### src/rtl/oled_i2c_arbiter_if.sv
// ---------------------------------------------------------------------------
// oled_i2c_arbiter_if
//  Bundles the requester-side and i2c_master-side signals of the OLED
//  register-write arbiter.
//  Ports (signals):
//   req, req_addr, req_data, req_wen : requester burst request / write strobe
//   grant, req_done, req_err         : per-requester grant and completion
//   i2c_reg_addr, i2c_reg_data,
//   i2c_write_en, i2c_done           : single i2c_master register-write port
//   busy                             : arbiter not idle
//  Modports: slave = arbiter side, master = requesters + i2c_master side.
// ---------------------------------------------------------------------------
interface oled_i2c_arbiter_if #(
   parameter int unsigned NUM_REQ = 3
) ();
   logic [NUM_REQ-1:0]   req;
   logic [8*NUM_REQ-1:0] req_addr;
   logic [8*NUM_REQ-1:0] req_data;
   logic [NUM_REQ-1:0]   req_wen;
   logic [NUM_REQ-1:0]   grant;
   logic [NUM_REQ-1:0]   req_done;
   logic [NUM_REQ-1:0]   req_err;
   logic [7:0]           i2c_reg_addr;
   logic [7:0]           i2c_reg_data;
   logic                 i2c_write_en;
   logic                 i2c_done;
   logic                 busy;

   modport slave (
      input  req, req_addr, req_data, req_wen, i2c_done,
      output grant, req_done, req_err, i2c_reg_addr, i2c_reg_data, i2c_write_en, busy
   );

   modport master (
      output req, req_addr, req_data, req_wen, i2c_done,
      input  grant, req_done, req_err, i2c_reg_addr, i2c_reg_data, i2c_write_en, busy
   );
endinterface

### src/rtl/oled_i2c_arbiter.sv
// ---------------------------------------------------------------------------
// oled_i2c_arbiter
//  Shares the single i2c_master register-write port among NUM_REQ OLED
//  requesters (0 = init, 1 = full-screen disp, 2 = dot matrix). A requester
//  holds req high for a burst and keeps the grant for that burst; bursts are
//  served round-robin. A per-transfer watchdog aborts a hung bus transfer.
//  Ports:
//   clk    : system clock
//   reset  : asynchronous, active-high reset
//   bus    : oled_i2c_arbiter_if.slave (requester and i2c_master signals)
// ---------------------------------------------------------------------------
module oled_i2c_arbiter #(
   parameter int unsigned          NUM_REQ   = 3,
   parameter int unsigned          TO_WIDTH  = 16,
   parameter logic [TO_WIDTH-1:0]  TO_CYCLES = TO_WIDTH'(60000)
) (
   input  logic                clk,
   input  logic                reset,
   oled_i2c_arbiter_if.slave   bus
);

   localparam int unsigned          IDX_W   = (NUM_REQ > 1) ? $clog2(NUM_REQ) : 1;
   localparam logic [NUM_REQ-1:0]   LSB_ONE = NUM_REQ'(1);
   localparam logic [TO_WIDTH-1:0]  TO_LAST = TO_CYCLES - TO_WIDTH'(1);
   localparam logic [IDX_W-1:0]     IDX_MAX = IDX_W'(NUM_REQ - 1);

   typedef enum logic [1:0] {
      S_IDLE    = 2'd0,
      S_GRANT   = 2'd1,
      S_XFER    = 2'd2,
      S_RELEASE = 2'd3
   } state_t;

   state_t               state_q;
   logic [IDX_W-1:0]     idx_q;
   logic [IDX_W-1:0]     rr_ptr_q;
   logic [IDX_W-1:0]     rr_ptr_d;
   logic [TO_WIDTH-1:0]  wdog_q;
   logic [NUM_REQ-1:0]   grant_q;
   logic [NUM_REQ-1:0]   done_q;
   logic [NUM_REQ-1:0]   err_q;
   logic [7:0]           addr_q;
   logic [7:0]           data_q;
   logic                 wen_q;
   logic                 busy_q;

   logic [IDX_W-1:0]     pick_idx;
   logic                 pick_vld;
   logic [7:0]           sel_addr;
   logic [7:0]           sel_data;
   logic                 sel_wen;
   logic                 sel_req;
   int unsigned          cand;

   // Round-robin pick: first set req bit at or above rr_ptr, wrapping.
   always_comb begin
      pick_idx = rr_ptr_q;
      pick_vld = 1'b0;
      cand     = 0;
      for (int unsigned i = 0; i < NUM_REQ; i++) begin
         cand = 32'(rr_ptr_q) + i;
         if (cand >= NUM_REQ) cand = cand - NUM_REQ;
         if (!pick_vld && bus.req[IDX_W'(cand)]) begin
            pick_vld = 1'b1;
            pick_idx = IDX_W'(cand);
         end
      end
   end

   // Signals of the currently granted requester.
   always_comb begin
      sel_addr = 8'h00;
      sel_data = 8'h00;
      sel_wen  = 1'b0;
      sel_req  = 1'b0;
      for (int unsigned i = 0; i < NUM_REQ; i++) begin
         if (IDX_W'(i) == idx_q) begin
            sel_addr = bus.req_addr[8*i +: 8];
            sel_data = bus.req_data[8*i +: 8];
            sel_wen  = bus.req_wen[i];
            sel_req  = bus.req[i];
         end
      end
   end

   assign rr_ptr_d = (idx_q == IDX_MAX) ? '0 : idx_q + IDX_W'(1);

   // Arbitration FSM; every output is a register updated here.
   always_ff @(posedge clk or posedge reset) begin
      if (reset) begin
         state_q  <= S_IDLE;
         idx_q    <= '0;
         rr_ptr_q <= '0;
         wdog_q   <= '0;
         grant_q  <= '0;
         done_q   <= '0;
         err_q    <= '0;
         addr_q   <= 8'h00;
         data_q   <= 8'h00;
         wen_q    <= 1'b0;
         busy_q   <= 1'b0;
      end else begin
         wen_q  <= 1'b0;
         done_q <= '0;
         err_q  <= '0;
         case (state_q)
            S_IDLE: begin
               if (pick_vld) begin
                  idx_q   <= pick_idx;
                  grant_q <= LSB_ONE << pick_idx;
                  state_q <= S_GRANT;
                  busy_q  <= 1'b1;
               end
            end
            S_GRANT: begin
               // A strobe coinciding with req dropping still gets its transfer.
               if (sel_wen) begin
                  addr_q  <= sel_addr;
                  data_q  <= sel_data;
                  wen_q   <= 1'b1;
                  wdog_q  <= '0;
                  state_q <= S_XFER;
               end else if (!sel_req) begin
                  grant_q <= '0;
                  state_q <= S_RELEASE;
               end
            end
            S_XFER: begin
               // done takes priority over a coincident timeout
               if (bus.i2c_done) begin
                  done_q <= grant_q;
                  wdog_q <= '0;
                  if (sel_req) begin
                     state_q <= S_GRANT;
                  end else begin
                     grant_q <= '0;
                     state_q <= S_RELEASE;
                  end
               end else if (wdog_q == TO_LAST) begin
                  err_q   <= grant_q;
                  wdog_q  <= '0;
                  grant_q <= '0;
                  state_q <= S_RELEASE;
               end else begin
                  wdog_q <= wdog_q + TO_WIDTH'(1);
               end
            end
            S_RELEASE: begin
               rr_ptr_q <= rr_ptr_d;
               state_q  <= S_IDLE;
               busy_q   <= 1'b0;
            end
            default: begin
               grant_q <= '0;
               state_q <= S_IDLE;
               busy_q  <= 1'b0;
            end
         endcase
      end
   end

   assign bus.grant        = grant_q;
   assign bus.req_done     = done_q;
   assign bus.req_err      = err_q;
   assign bus.i2c_reg_addr = addr_q;
   assign bus.i2c_reg_data = data_q;
   assign bus.i2c_write_en = wen_q;
   assign bus.busy         = busy_q;

endmodule

### src/flat_wrapper.sv
// flat-port wrapper written by rule: the top's interface ports become plain ports
module oled_i2c_arbiter_flat 
#(
   parameter int unsigned          NUM_REQ   = 3,
   parameter int unsigned          TO_WIDTH  = 16,
   parameter logic [TO_WIDTH-1:0]  TO_CYCLES = TO_WIDTH'(60000)
)
  (clk, reset, bus_req, bus_req_addr, bus_req_data, bus_req_wen, bus_i2c_done, bus_grant, bus_req_done, bus_req_err, bus_i2c_reg_addr, bus_i2c_reg_data, bus_i2c_write_en, bus_busy);
  oled_i2c_arbiter_if #(.NUM_REQ(NUM_REQ)) bus_i ();
  input  logic clk;
  input  logic reset;
  input wire logic [$bits(bus_i.req)-1:0] bus_req;
  input wire logic [$bits(bus_i.req_addr)-1:0] bus_req_addr;
  input wire logic [$bits(bus_i.req_data)-1:0] bus_req_data;
  input wire logic [$bits(bus_i.req_wen)-1:0] bus_req_wen;
  input wire logic [$bits(bus_i.i2c_done)-1:0] bus_i2c_done;
  output wire logic [$bits(bus_i.grant)-1:0] bus_grant;
  output wire logic [$bits(bus_i.req_done)-1:0] bus_req_done;
  output wire logic [$bits(bus_i.req_err)-1:0] bus_req_err;
  output wire logic [$bits(bus_i.i2c_reg_addr)-1:0] bus_i2c_reg_addr;
  output wire logic [$bits(bus_i.i2c_reg_data)-1:0] bus_i2c_reg_data;
  output wire logic [$bits(bus_i.i2c_write_en)-1:0] bus_i2c_write_en;
  output wire logic [$bits(bus_i.busy)-1:0] bus_busy;
  assign bus_i.req = bus_req;
  assign bus_i.req_addr = bus_req_addr;
  assign bus_i.req_data = bus_req_data;
  assign bus_i.req_wen = bus_req_wen;
  assign bus_i.i2c_done = bus_i2c_done;
  assign bus_grant = bus_i.grant;
  assign bus_req_done = bus_i.req_done;
  assign bus_req_err = bus_i.req_err;
  assign bus_i2c_reg_addr = bus_i.i2c_reg_addr;
  assign bus_i2c_reg_data = bus_i.i2c_reg_data;
  assign bus_i2c_write_en = bus_i.i2c_write_en;
  assign bus_busy = bus_i.busy;
  oled_i2c_arbiter #(.NUM_REQ(NUM_REQ), .TO_WIDTH(TO_WIDTH), .TO_CYCLES(TO_CYCLES)) u_core (.clk(clk), .reset(reset), .bus(bus_i));
endmodule
### config.mk
export PLATFORM = sky130hd
export DESIGN_NAME = oled_i2c_arbiter_flat
export DESIGN_NICKNAME = d
export VERILOG_FILES = /design/src/rtl/oled_i2c_arbiter_if.sv /design/src/rtl/oled_i2c_arbiter.sv /design/src/flat_wrapper.sv
export SDC_FILE = /design/constraint.sdc
export NUM_CORES = 1
export LEC_CHECK = 0
export ABC_AREA = 1
export BUFFER_PORTS_ARGS = -buffer_cell sky130_fd_sc_hd__buf_2
export CAP_MARGIN = 20
export CELL_PAD_IN_SITES_DETAIL_PLACEMENT = 1
export CELL_PAD_IN_SITES_GLOBAL_PLACEMENT = 1
export CORE_AREA = 5 5 96 98
export DETAILED_ROUTE_END_ITERATION = 7
export DIE_AREA = 0 0 101 103
export PLACE_DENSITY = 0.77
export SLEW_MARGIN = 10
export SYNTH_ARGS = -nofsm -noshare
export SYNTH_HDL_FRONTEND = slang
export SYNTH_SLANG_ARGS = --single-unit
export TNS_END_PERCENT = 5
### constraint.sdc
create_clock -name clk -period 2.1 [get_ports clk]
set_input_delay 0.42 -clock clk [delete_from_list [all_inputs] [get_ports clk]]
set_output_delay 0.42 -clock clk [all_outputs]
set_load 0.02 [all_outputs]
# Word level (Yosys, flattened, before mapping)
# Index checks and enable logic that the tools add are counted.
[word_totals]
reg_bits = 49
inputBits = 57
output_inout_bits = 27
wordCells = 106
[op_classes]
n_addsub = 7
n_lt_le_gt_ge = 6
n_eq_ne = 12
shift = 1
mux = 54
n_reduce_logical = 15
[op_table]
columns = ["cell", "n"]
rows = [
  ["$mux W16", 3],
  ["$mux W8", 6],
  ["$pmux W16 S2", 1],
  ["$mux W3", 10],
  ["$mux W2", 13],
  ["$add A16 B1 Y16 const B", 1],
  ["$eq A16 B16 Y1 const B", 1],
  ["$mux W1", 15],
  ["$lt A2 B3 Y1 const B", 3],
  ["$pmux W3 S3", 1],
  ["$pmux W2 S4", 1],
  ["$reduce_and A2 Y1", 4],
  ["$bmux W1 S2", 3],
  ["$eq A2 B2 Y1 const B", 3],
  ["$ge A3 B2 Y1 const B", 2],
  ["$ne A3 B2 Y1 const B", 2],
  ["$sub A2 B2 Y2 const B", 3],
  ["$logic_not A2 Y1", 2],
  ["$ne A2 B1 Y1 const B", 2],
  ["$reduce_and A4 Y1", 1],
  ["$reduce_bool A2 Y1", 2],
  ["$add A2 B1 Y3 const B", 1],
  ["$add A2 B2 Y3 const B", 1],
  ["$reduce_and A3 Y1", 1],
  ["other kinds (11)", 13],
]

# Depth between registers and ports, before layout
# Gate-level depths: netlist of the first run.
[depth]
depth_word = 14
mapped_depth = 14
mapped_depth_nobuf = 14

# Least setup slack after synthesis of the first run
# Ideal clock, no wire load.
[synth_timing]
path_kind = "register -> register"
startpoint = "register u_core.rr_ptr_q[0]"
endpoint = "register u_core.grant_q[2] (netlist: u_core.bus.grant[2])"
setup_ns = 0.116
t_arrival_ns = 1.620
slack_ns = 0.363
path_stages_with_launch = 14
n_path_buf = 0
synth_period_minus_slack_ns = 1.737
cell_sequence = "dfrtp_1 -> inv_1 -> ha_1 -> inv_2 -> nand2_1 -> nand3_1 -> nand2_1 -> nand3_1 -> nand2_1 -> nor2_1 -> nor2_1 -> nor2_1 -> nand2_1 -> nand2_1"
[synth_between]
elab_chain_len = 14
elab_cells_between_ends = 32
cone_classes = "add/sub: 5; order compare: 3; eq/ne: 1; shift: 1; mux: 17; reduce/logical: 5"
[synth_rtl]
columns = ["element", "line", "text"]
rows = [
  ["start, declared", "oled_i2c_arbiter.sv:36", "logic [IDX_W-1:0] rr_ptr_q;"],
  ["start signal, assigned", "oled_i2c_arbiter.sv:149", "rr_ptr_q <= rr_ptr_d;"],
  ["branches (longest 14 deep; another with $add A2 B1 Y3)", "n/a", ""],
  ["end signal, assigned", "oled_i2c_arbiter.sv:110", "grant_q <= LSB_ONE << pick_idx;"],
  ["end, declared", "oled_i2c_arbiter.sv:39", "logic [NUM_REQ-1:0] grant_q;"],
]
# Parallel ways; which one is timed is not known. The select of a mux whose other input is x is not followed.
# A chain may end at the register's enable or synchronous reset.

# Worst setup path after layout of the first run
[layout_timing]
startpoint = "register u_core.rr_ptr_q[0]"
endpoint = "register u_core.grant_q[0] (netlist: u_core.bus.grant[0])"
# The elaborated chain is that of the path after synthesis.

==> results of run 1 <==
==> metal layers <==
layer | share of wire (%) | up-vias
met5 | 0 | -
met4 | 1.5 | 0
met3 | 2.5 | 9
met2 | 57 | 35
met1 | 39 | 1462
li1 | - | 1488
==> metrics by stage <==
stage / setup TNS, ns / utilization, %
3_5_place_dp: -0.000627 / 42.5
4_1_cts: 0 / 43.7
6_report: 0 / 43.9
3_3_place_gp: 0 / 42.5
5_1_grt: 0 / 43.9
2_1_floorplan: 0 / -
==> synth_stat cells, drive strengths merged <==
cell type	instances
xor2	7
nor3	9
a41oi	16
ha	8
o2111ai	1
nand4	9
nand2	131
a21oi	7
buf	5
nand3	33
o21ai	16
dfrtp	49
nor4	1
o21bai	1
nor2	60
clkbuf	2
o22ai	1
a31oi	2
inv	40
==> registers in the layout (all words and copies together), names as in the netlist <==
signal                   flops
u_core.bus.i2c_reg_addr      8
u_core.bus.req_done          3
u_core.bus.req_err           3
u_core.idx_q                 2
u_core.bus.busy              1
u_core.bus.i2c_write_en      1
u_core.state_q               2
u_core.rr_ptr_q              2
u_core.bus.grant             3
u_core.wdog_q               16
u_core.bus.i2c_reg_data      8
==> final cells by class <==
type,instances,area share [%]
multi-input cells,302,41.5
repair buffers,96,14.6
flip-flops and latches,49,33.3
well taps,108,3.67
inverters,40,4.08
clock inverters,2,0.951
clock buffers,5,1.87
==> final timing paths <==
kind	endpoint	slack, ns
worst min-delay path	u_core.bus.i2c_reg_addr[4]$_DFFE_PP0P_	0.13
worst max register to register	u_core.bus.grant[0]$_DFFE_PP0P_	0.17
worst min register to register	u_core.wdog_q[0]$_DFFE_PP0P_	0.51
max in group asynchronous	u_core.bus.i2c_reg_data[2]$_DFFE_PP0P_	1.43
worst max-delay path	u_core.bus.grant[0]$_DFFE_PP0P_	0.17
min in group clk	u_core.bus.i2c_reg_data[4]$_DFFE_PP0P_	0.39
==> kinds of logic (layout without fill, tap and decap cells) <==
group / count (synthesis) / after routing / share of synthesized area, %
AOI/OAI and AO/OA: 44 / 44 / 10.3
xor gates and xnor gates: 7 / 7 / 2.09
adders and majority gates: 8 / 8 / 3.41
buffers and inverters: 47 / 143 / 6.52
DFF: 49 / 49 / 41.8
and+or+nand+nor: 243 / 243 / 35.9
==> worst register-to-register path, cell delays in order (launching register included) <==
cell	delay, ns
dfrtp_1	0.41
inv_1	0.09
ha_2	0.24
inv_1	0.12
nand3_1	0.10
nand2_1	0.19
nand3_2	0.17
nand2_1	0.07
nor2_1	0.15
nor2_2	0.07
nor2_1	0.13
nand2_1	0.08
nand2_1	0.06
==> placed cells by master, fill, tap and decap left out, types with 3 or more instances in the layout <==
cell / n
inv_1: 37
o21ai_0: 11
a21oi_1: 7
nor3_1: 9
dfrtp_1: 49
o21ai_1: 4
ha_1: 7
nand3_1: 29
buf_4: 11
nor2_2: 6
nand2_1: 123
nand3_2: 4
nand2_2: 7
a41oi_1: 16
nand4_1: 8
nor2_1: 53
inv_2: 3
clkbuf_8: 5
xor2_1: 7
buf_2: 83
==> power groups by stage <==
stage | Combinational (uW) | Sequential (uW) | Clock (uW)
after floorplan | 1660 | 1620 | 0
after CTS | 2800 | 1390 | 695
after global placement | 2690 | 1400 | 0
after detailed placement | 2780 | 1410 | 0
after global routing | 3160 | 1420 | 721
final | 2820 | 1390 | 668
==> what timing repair did <==
action / in CTS / in global routing
gates cloned: 0 / 0
endpoints found under the setup margin: 1 / 5
buffers inserted: 0 / 1
pin swaps: 0 / 0
resized for setup: 1 / 4
==> flow_metrics.tcl, run 1 <==
set metrics [dict create \
    fmaxAchievable_mhz 519 \
    synth-seq-cells 49 \
    crit_start "u_core.rr_ptr_q[0]$_DFFE_PP0N_" \
    cpPeakStageDelay_ns 0.41 \
    finalPower_uw 4880 \
    cp_num_buf_inv 2 \
    viasPerCell 4.97 \
    drt_wl_total_mm 9.17 \
    stdcell_area_mm2 0.00368 \
    comb_power_share_pct 57.8 \
    place_area_mm2 0.00356 \
    gp_congestion 0.856 \
    layout_setup_ws_ns 0.172 \
    final_antenna_net_count 0 \
    n_fill_cell 1109 \
    swShare_pct 48.1 \
    p_clk_share_pct 13.7 \
    cts_tree "done" \
    setup_viol 0 \
    portBuffers 83 \
    place_ws_ns -0.000627 \
    fin_crit_sh_pct 91.8 \
    min_period_ns 1.93 \
    critical_path_depth 12 \
    yosys-top-cells-area "dfrtp_1, nand2_1, nor2_1" \
    crit_path_top_delay_cell "dfrtp_1" \
    cts_hold_buffers 0 \
    arrival_ns 2.18 \
    crit_fanout 8 \
    synth_top_area_share_pct 41.8 \
    die_area_mm2 0.0104 \
    final_layout_size_suffix_gt1_share_pct 25.9 \
    num_antenna_cells 0 \
    synthCells 398 \
    met1_usage_pct 19.8 \
    drt-wirelength-per-cell_um 15.2 \
    first_pass_iters 4 \
    grt_pass1_vias 3253 \
    ir_worst_vdd_uv 606 \
    finalNonFillerCells 602 \
    crit_path_frequent_cell "nand2_1" \
    rows 34 \
    crit_path_end_kind "register" \
    cp.required_ns 2.35 \
    synthDistinctLibCells 30 \
    grt_first_pass_wirelength_mm 15.3 \
    htree_num_levels 2 \
    start_util_pct 35.0 \
    outcome "finished, final reports clean" \
    dp_hpwl_mm 7.27 \
    drc 0 \
    cp_top_family "simple AND/OR/NAND/NOR gates" \
    grt_overflow_total 0 \
    clock_path_buffers 2 \
    synth_area_mm2 0.00293 \
    dp_cells 594 \
    hold_class "in2async" \
    path_class "reg2reg" \
    r2r_cells 12 \
    final_nets 559 \
    core_mm2 0.00838 \
    slew_headroom_pct 66.3 \
    power_density_mw_per_mm2 1320 \
    io_pins 84 \
    reg2reg_from "u_core.rr_ptr_q[0]$_DFFE_PP0N_" \
    maxCapViolCount 0 \
    num_vias 2994 \
    track_usage_pct 18.5 \
    crit_chain "inv_1, ha_2, inv_1, nand3_1, nand2_1, nand3_2, nand2_1, nor2_1, nor2_2, nor2_1, nand2_1, nand2_1" \
    cts_made_buffers 5 \
    use_met3_pct 2.64 \
    rsz0062_at_grt "false" \
    use_met2_pct 37.3 \
    die_h_um 103 \
    syn-num-nets 463 \
    start_kind "register" \
    multiInputGateArea_mm2 0.00153 \
    seqPwrFrac_pct 28.5 \
    cts_num_sinks 49 \
    holdWs_ns 0.129 \
    intPower_uw 2530 \
    insertion_delay_ns 0.31 \
    drtIter0Drc 81 \
    switching_power_uw 2350 \
    drv_slew 0 \
    area_growth_pct 25.5 \
    syn_avg_cell_area_um2 7.37 \
    synth_area_leader_cell "dfrtp_1" \
    leakage_uw 0.00183 \
    hold_violations 0 \
    yosysSeqAreaShare_pct 41.8 \
    worst_pin_slew_ns 0.504 \
    cts.clk_slew.worst_paths_ns 0.10 \
    regArea_mm2 0.00123 \
    yosysWarningCount 0 \
    grt_max_degree 34 \
    grt_antenna_before_repair 0 \
    cts_root_buf "clkbuf_8" \
    grt.busiest_layer "met2" \
    finClkSkew_ns 0.0139 \
    fp.dieW_um 101 \
]
Power figures use the tool's default switching activity.
==> run 2, diff against run 1 <==
--- a/config.mk
+++ b/config.mk
@@ -5,15 +5,14 @@
 export SDC_FILE = /design/constraint.sdc
 export NUM_CORES = 1
 export LEC_CHECK = 0
-export ABC_AREA = 1
 export BUFFER_PORTS_ARGS = -buffer_cell sky130_fd_sc_hd__buf_2
 export CAP_MARGIN = 20
 export CELL_PAD_IN_SITES_DETAIL_PLACEMENT = 1
 export CELL_PAD_IN_SITES_GLOBAL_PLACEMENT = 1
-export CORE_AREA = 5 5 96 98
+export CORE_AREA = 5 5 93 95
 export DETAILED_ROUTE_END_ITERATION = 7
-export DIE_AREA = 0 0 101 103
-export PLACE_DENSITY = 0.77
+export DIE_AREA = 0 0 98 100
+export PLACE_DENSITY = 0.78
 export SLEW_MARGIN = 10
 export SYNTH_ARGS = -nofsm -noshare
 export SYNTH_HDL_FRONTEND = slang
==> flow_metrics.tcl, run 2 <==
set metrics [dict create \
    final_antenna_net_count 0 \
    outcome "finished, final reports clean" \
    synth_area_mm2 0.00292 \
    path_class "reg2reg" \
    largest_register "u_core.wdog_q" \
    final_cell_mix "buf_2, dfrtp_1, nor2_1" \
    viasPerCell 5.32 \
    maxCapViolCount 0 \
    syn_avg_cell_area_um2 9.14 \
    crit_path_end_kind "register" \
    hold_violations 0 \
    stdcell_area_mm2 0.00381 \
    cp.required_ns 2.29 \
    top_layer "met4" \
    cpPeakStageDelay_ns 0.41 \
    min_period_ns 2.08 \
    synth-seq-cells 49 \
    setup_tns_ns 0 \
    cts_hold_buffers 0 \
    synth_top_area_share_pct 41.9 \
    die_h_um 100 \
    dp_hpwl_mm 6.43 \
    cts_root_buf "clkbuf_8" \
    wl_met1_mm 3.64 \
    dominantRegCellSynth "dfrtp_1" \
    track_usage_pct 17.5 \
    yosysSeqAreaShare_pct 41.9 \
    first_pass_iters 4 \
    met2_length_mm 4.60 \
    async_flop_share_pct 100 \
    insertion_delay_ns 0.30 \
    cts_made_buffers 5 \
    cts_num_sinks 49 \
    dr_wl_met3_um 299 \
    gp_congestion 0.805 \
    die_area_mm2 0.00980 \
    crit_fanout 7 \
    fmaxAchievable_mhz 482 \
    final_layout_size_suffix_gt1_share_pct 34.9 \
    grt_pass1_vias 2923 \
    final_common_cell "buf_2" \
    start_kind "register" \
    finClkSkew_ns 0.0103 \
    power_density_mw_per_mm2 1400 \
    cts.clk_slew.worst_paths_ns 0.10 \
    final_nets 482 \
    num_vias 2774 \
    rows 32 \
    grt_overflow_total 0 \
    synthCells 320 \
    leakage_uw 0.00173 \
    post-route-util_pct 49.8 \
    setup_viol 0 \
    dp_cells 509 \
    area_growth_pct 30.3 \
    synthDistinctLibCells 47 \
    synth.most_common_cell "dfrtp_1" \
    grt_antenna_before_repair 1 \
    hold_class "in2async" \
    crit_path_top_delay_cell "dfrtp_1" \
    drv_slew 0 \
    portBuffers 83 \
    crit_path_frequent_cell "buf_4" \
    core_mm2 0.00765 \
    place_area_mm2 0.00355 \
    largest_reg_flops 16 \
    grt_first_pass_wirelength_mm 14.2 \
    ir_worst_vdd_uv 410 \
    yosysWarningCount 0 \
    synth_area_leader_cell "dfrtp_1" \
    n_fill_cell 935 \
    clock_path_buffers 2 \
    arrival_ns 2.27 \
    syn-num-nets 385 \
    crit_chain "buf_4, ha_4, mux2i_4, o22ai_2, nor4_2, buf_4, or2_2, o32ai_2" \
    drtIter0Drc 106 \
    synthTopCellsByCount "dfrtp_1, nor2_1, a21oi_1, mux2i_1, inv_1" \
    cts_tree "done" \
    slew_headroom_pct 56.7 \
    drc 0 \
    grt_max_degree 50 \
    start_util_pct 38.2 \
    htree_num_levels 2 \
    fin_crit_sh_pct 98.9 \
    drt-wirelength-per-cell_um 16.7 \
    drt_wl_total_mm 8.71 \
    fp.dieW_um 98 \
    synth_edf_count 0 \
    rsz0062_at_grt "true" \
    holdWs_ns 0.275 \
    yosys-top-cells-area "dfrtp_1, mux2i_1, a21oi_1" \
    io_pins 84 \
    worst_pin_slew_ns 0.649 \
    finalNonFillerCells 521 \
]
==> run 2: cell types whose count changed after synthesis, sizes merged, moves of 12 or more <==
cell   delta
nand2   -116
a21oi    +31
nand3    -26
inv      -24
mux2i    +21
a41oi    -16
nor2     -12
==> run 2: layer usage <==
layer / GRT usage (%) / up-vias
met5: 0 / -
li1: - / 1329
met3: 2.57 / 21
met1: 21.1 / 1366
met2: 32.3 / 58
met4: 5.43 / 0
==> run 2: path summary, 6_finish.rpt <==
path,slack [ns],start,cells after the start,end
max,0.02,u_core.rr_ptr_q[0]$_DFFE_PP0N_,8,u_core.state_q[0]$_DFFE_PP0P_
min,0.28,reset,3,u_core.wdog_q[4]$_DFFE_PP0P_
max reg2reg,0.02,u_core.rr_ptr_q[0]$_DFFE_PP0N_,8,u_core.state_q[0]$_DFFE_PP0P_
min reg2reg,0.54,u_core.bus.i2c_reg_addr[2]$_DFFE_PP0P_,2,u_core.bus.i2c_reg_addr[2]$_DFFE_PP0P_
max in group asynchronous,1.38,reset,3,u_core.rr_ptr_q[1]$_DFFE_PP0N_
min in group clk,0.41,bus_i2c_done,2,u_core.bus.req_done[0]$_DFF_PP0_
==> run 2: where the power goes <==
part | total, uW | switching (uW) | internal, uW
Sequential | 1420 | 200 | 1220
Clock | 557 | 321 | 235
Combinational | 3360 | 1960 | 1400
==> run 2: cell families (layout without fill, tap and decap cells) <==
family / after synthesis / after routing / synth area share (%)
buffers and inverters: 33 / 131 / 4.88
xor gates and xnor gates: 11 / 11 / 3.29
AOI/OAI and AO/OA: 76 / 76 / 16.5
adders and majority gates: 8 / 8 / 3.42
other: 0 / 1 / 0
DFF: 49 / 49 / 41.9
muxes: 21 / 21 / 7.62
and+or+nand+nor: 122 / 122 / 22.3
==> run 2: cell type report <==
class                   instances  area [um2]  share of cell area, %
clock buffers                   6        72.6                   1.90
well taps                     102         128                   3.35
diodes                          1        2.50                 0.0657
repair buffers                107         596                   15.6
clock inverters                 2        15.0                  0.394
multi-input cells             238        1710                   44.8
flip-flops and latches         49        1230                   32.2
inverters                      16        62.6                   1.64
==> run 2: worst max-delay path, delay by kind of cell (launching register included) <==
kind,cells,cell delay [ns]
flip-flops,1,0.41
AND/OR/NAND/NOR,2,0.40
buffers and inverters,2,0.31
multiplexers,1,0.19
adder cells (fa/ha/maj),1,0.18
AO/OA/AOI/OAI,2,0.50
==> run 2: through the flow <==
step,power (uW),setup slack (ns)
2_1_floorplan,3350,0.0296
3_3_place_gp,4200,0.00177
3_5_place_dp,4340,-0.139
4_1_cts,4980,-0.0707
5_1_grt,5730,-0.0610
6_report,5330,0.0241
==> run 2: repair_timing <==
item                                    4_1_cts  5_1_grt
buffers inserted                              0        2
endpoints found under the hold margin         0        0
pin swaps                                     0        1
resized for setup                             8       19
endpoints found under the setup margin       17       18
==> run 3, diff against run 2 <==
--- a/config.mk
+++ b/config.mk
@@ -7,11 +7,12 @@
 export LEC_CHECK = 0
 export BUFFER_PORTS_ARGS = -buffer_cell sky130_fd_sc_hd__buf_2
 export CAP_MARGIN = 20
-export CELL_PAD_IN_SITES_DETAIL_PLACEMENT = 1
-export CELL_PAD_IN_SITES_GLOBAL_PLACEMENT = 1
-export CORE_AREA = 5 5 93 95
+export CELL_PAD_IN_SITES_DETAIL_PLACEMENT = 2
+export CELL_PAD_IN_SITES_GLOBAL_PLACEMENT = 2
+export CORE_AREA = 5 5 104 106
 export DETAILED_ROUTE_END_ITERATION = 7
-export DIE_AREA = 0 0 98 100
+export DIE_AREA = 0 0 109 111
+export GPL_TIMING_DRIVEN = 0
 export PLACE_DENSITY = 0.78
 export SLEW_MARGIN = 10
 export SYNTH_ARGS = -nofsm -noshare
==> flow_metrics.tcl, run 3 (synthesis results as in run 2) <==
set metrics [dict create \
    met1_usage_pct 19.8 \
    place_area_mm2 0.00353 \
    first_pass_iters 4 \
    slew_headroom_pct 64.1 \
    finClkSkew_ns 0.00429 \
    intPower_uw 2810 \
    finalNonFillerCells 552 \
    die_h_um 111 \
    drtIter0Drc 50 \
    layout_setup_ws_ns -0.0813 \
    cts_hold_buffers 0 \
    grt_overflow_total 0 \
    maxCapViolCount 0 \
    leakage_uw 0.00172 \
    drt_wl_total_mm 10.1 \
    finalPower_uw 5440 \
    grt.busiest_layer "met2" \
    insertion_delay_ns 0.30 \
    largest_reg_flops 16 \
    start_kind "register" \
    grt_pass1_vias 3309 \
    use_met2_pct 30.7 \
    setup_viol 5 \
    switching_power_uw 2630 \
    final_antenna_net_count 0 \
    final_cell_mix "buf_2, dfrtp_1, nor2_1" \
    hold_violations 0 \
    area_growth_pct 32.2 \
    hold_class "in2async" \
    multiInputGateArea_mm2 0.00174 \
    n_fill_cell 1095 \
    violations "negative setup slack" \
    p_clk_share_pct 10.7 \
    gp_congestion 0.760 \
    outcome "finished, violations left" \
    cp.required_ns 2.32 \
    fp.dieW_um 109 \
    final_layout_size_suffix_gt1_share_pct 34.2 \
    crit_path_end_kind "register" \
    setup_tns_ns -0.276 \
    swShare_pct 48.3 \
    comb_power_share_pct 63.6 \
    regArea_mm2 0.00123 \
    worst_pin_slew_ns 0.538 \
    grt_antenna_before_repair 1 \
    use_met3_pct 2.21 \
    power_density_mw_per_mm2 1410 \
    num_vias 2838 \
    final_nets 482 \
    cts_tree "done" \
    track_usage_pct 16.7 \
    ir_worst_vdd_uv 412 \
    final_common_cell "buf_2" \
    min_period_ns 2.18 \
    dp_hpwl_mm 7.39 \
    die_area_mm2 0.0121 \
    viasPerCell 5.14 \
    rsz0062_at_grt "true" \
    cts_root_buf "clkbuf_8" \
    io_pins 84 \
    cts_made_buffers 5 \
    drv_slew 0 \
    cts.clk_slew.worst_paths_ns 0.10 \
    stdcell_area_mm2 0.00386 \
    cts_num_sinks 49 \
    core_mm2 0.00968 \
    seqPwrFrac_pct 25.7 \
    fmaxAchievable_mhz 458 \
    path_class "reg2reg" \
    grt_first_pass_wirelength_mm 16.4 \
    arrival_ns 2.40 \
    htree_num_levels 2 \
    drt-wirelength-per-cell_um 18.3 \
    largest_register "u_core.wdog_q" \
    dp_cells 537 \
    drc 0 \
    start_util_pct 30.2 \
    portBuffers 83 \
    clock_path_buffers 2 \
    place_ws_ns -0.397 \
    rows 36 \
    grt_max_degree 27 \
    crit_fanout 8 \
    fin_crit_sh_pct 104 \
]
-- run 3: worst paths after layout --
kind	cells after the start	startpoint	end	slack [ns]
max	8	u_core.rr_ptr_q[1]$_DFFE_PP0N_	u_core.bus.grant[1]$_DFFE_PP0P_	-0.08
min	2	reset	u_core.wdog_q[15]$_DFFE_PP0P_	0.15
max reg2reg	8	u_core.rr_ptr_q[1]$_DFFE_PP0N_	u_core.bus.grant[1]$_DFFE_PP0P_	-0.08
min reg2reg	1	u_core.wdog_q[0]$_DFFE_PP0P_	u_core.wdog_q[0]$_DFFE_PP0P_	0.54
max in group asynchronous	3	reset	u_core.rr_ptr_q[0]$_DFFE_PP0N_	1.43
min in group clk	3	bus_req_data[18]	u_core.bus.i2c_reg_data[2]$_DFFE_PP0P_	0.41
-- run 3: timing repair --
| item | 4_1_cts | 5_1_grt |
|---|---|---|
| buffers inserted | 4 | 2 |
| pin swaps | 6 | 2 |
| endpoints found under the hold margin | 0 | 0 |
| setup endpoints to repair | 25 | 40 |
| resized for setup | 27 | 18 |
-- run 3: power by group through the flow --
stage / Clock, uW / Sequential, uW / Combinational [uW]
after global routing: 632 / 1430 / 3780
after detailed placement: 0 / 1420 / 2810
after floorplan: 0 / 1630 / 1720
after global placement: 0 / 1410 / 2690
after CTS: 600 / 1400 / 3240
final: 583 / 1400 / 3460
-- run 3: routing by layer --
layer	part of all wire, %	vias to the layer above	routed length (um)
met5	0	-	0
met4	1.4	0	139
met3	2.5	10	250
met2	55	50	5610
met1	41	1442	4130
li1	-	1336	-
-- run 3: cell type report --
type / instances / share of cell area (%)
clock inverter: 2 / 0.388
inverter: 16 / 1.55
timing repair buffer: 90 / 12.4
buffer: 17 / 2.59
tap: 133 / 4.31
sequential: 49 / 31.8
multi-input combinational: 238 / 45.0
antenna: 1 / 0.0647
clock buffer: 6 / 1.88
-- run 3: critical path: stages, from the launching register on --
cell     delay (ns)
dfrtp_1        0.44
ha_1           0.20
buf_4          0.18
mux2i_4        0.21
o22ai_4        0.24
nor4_4         0.07
buf_4          0.17
or3_4          0.36
o32ai_2        0.21
-- run 3: stage by stage --
step	util (%)	hold WS [ns]
final	39.9	0.146
after CTS	39.0	0.165
after floorplan	-	0.488
after global routing	39.9	0.181
after global placement	36.2	0.509
after detailed placement	36.4	0.503
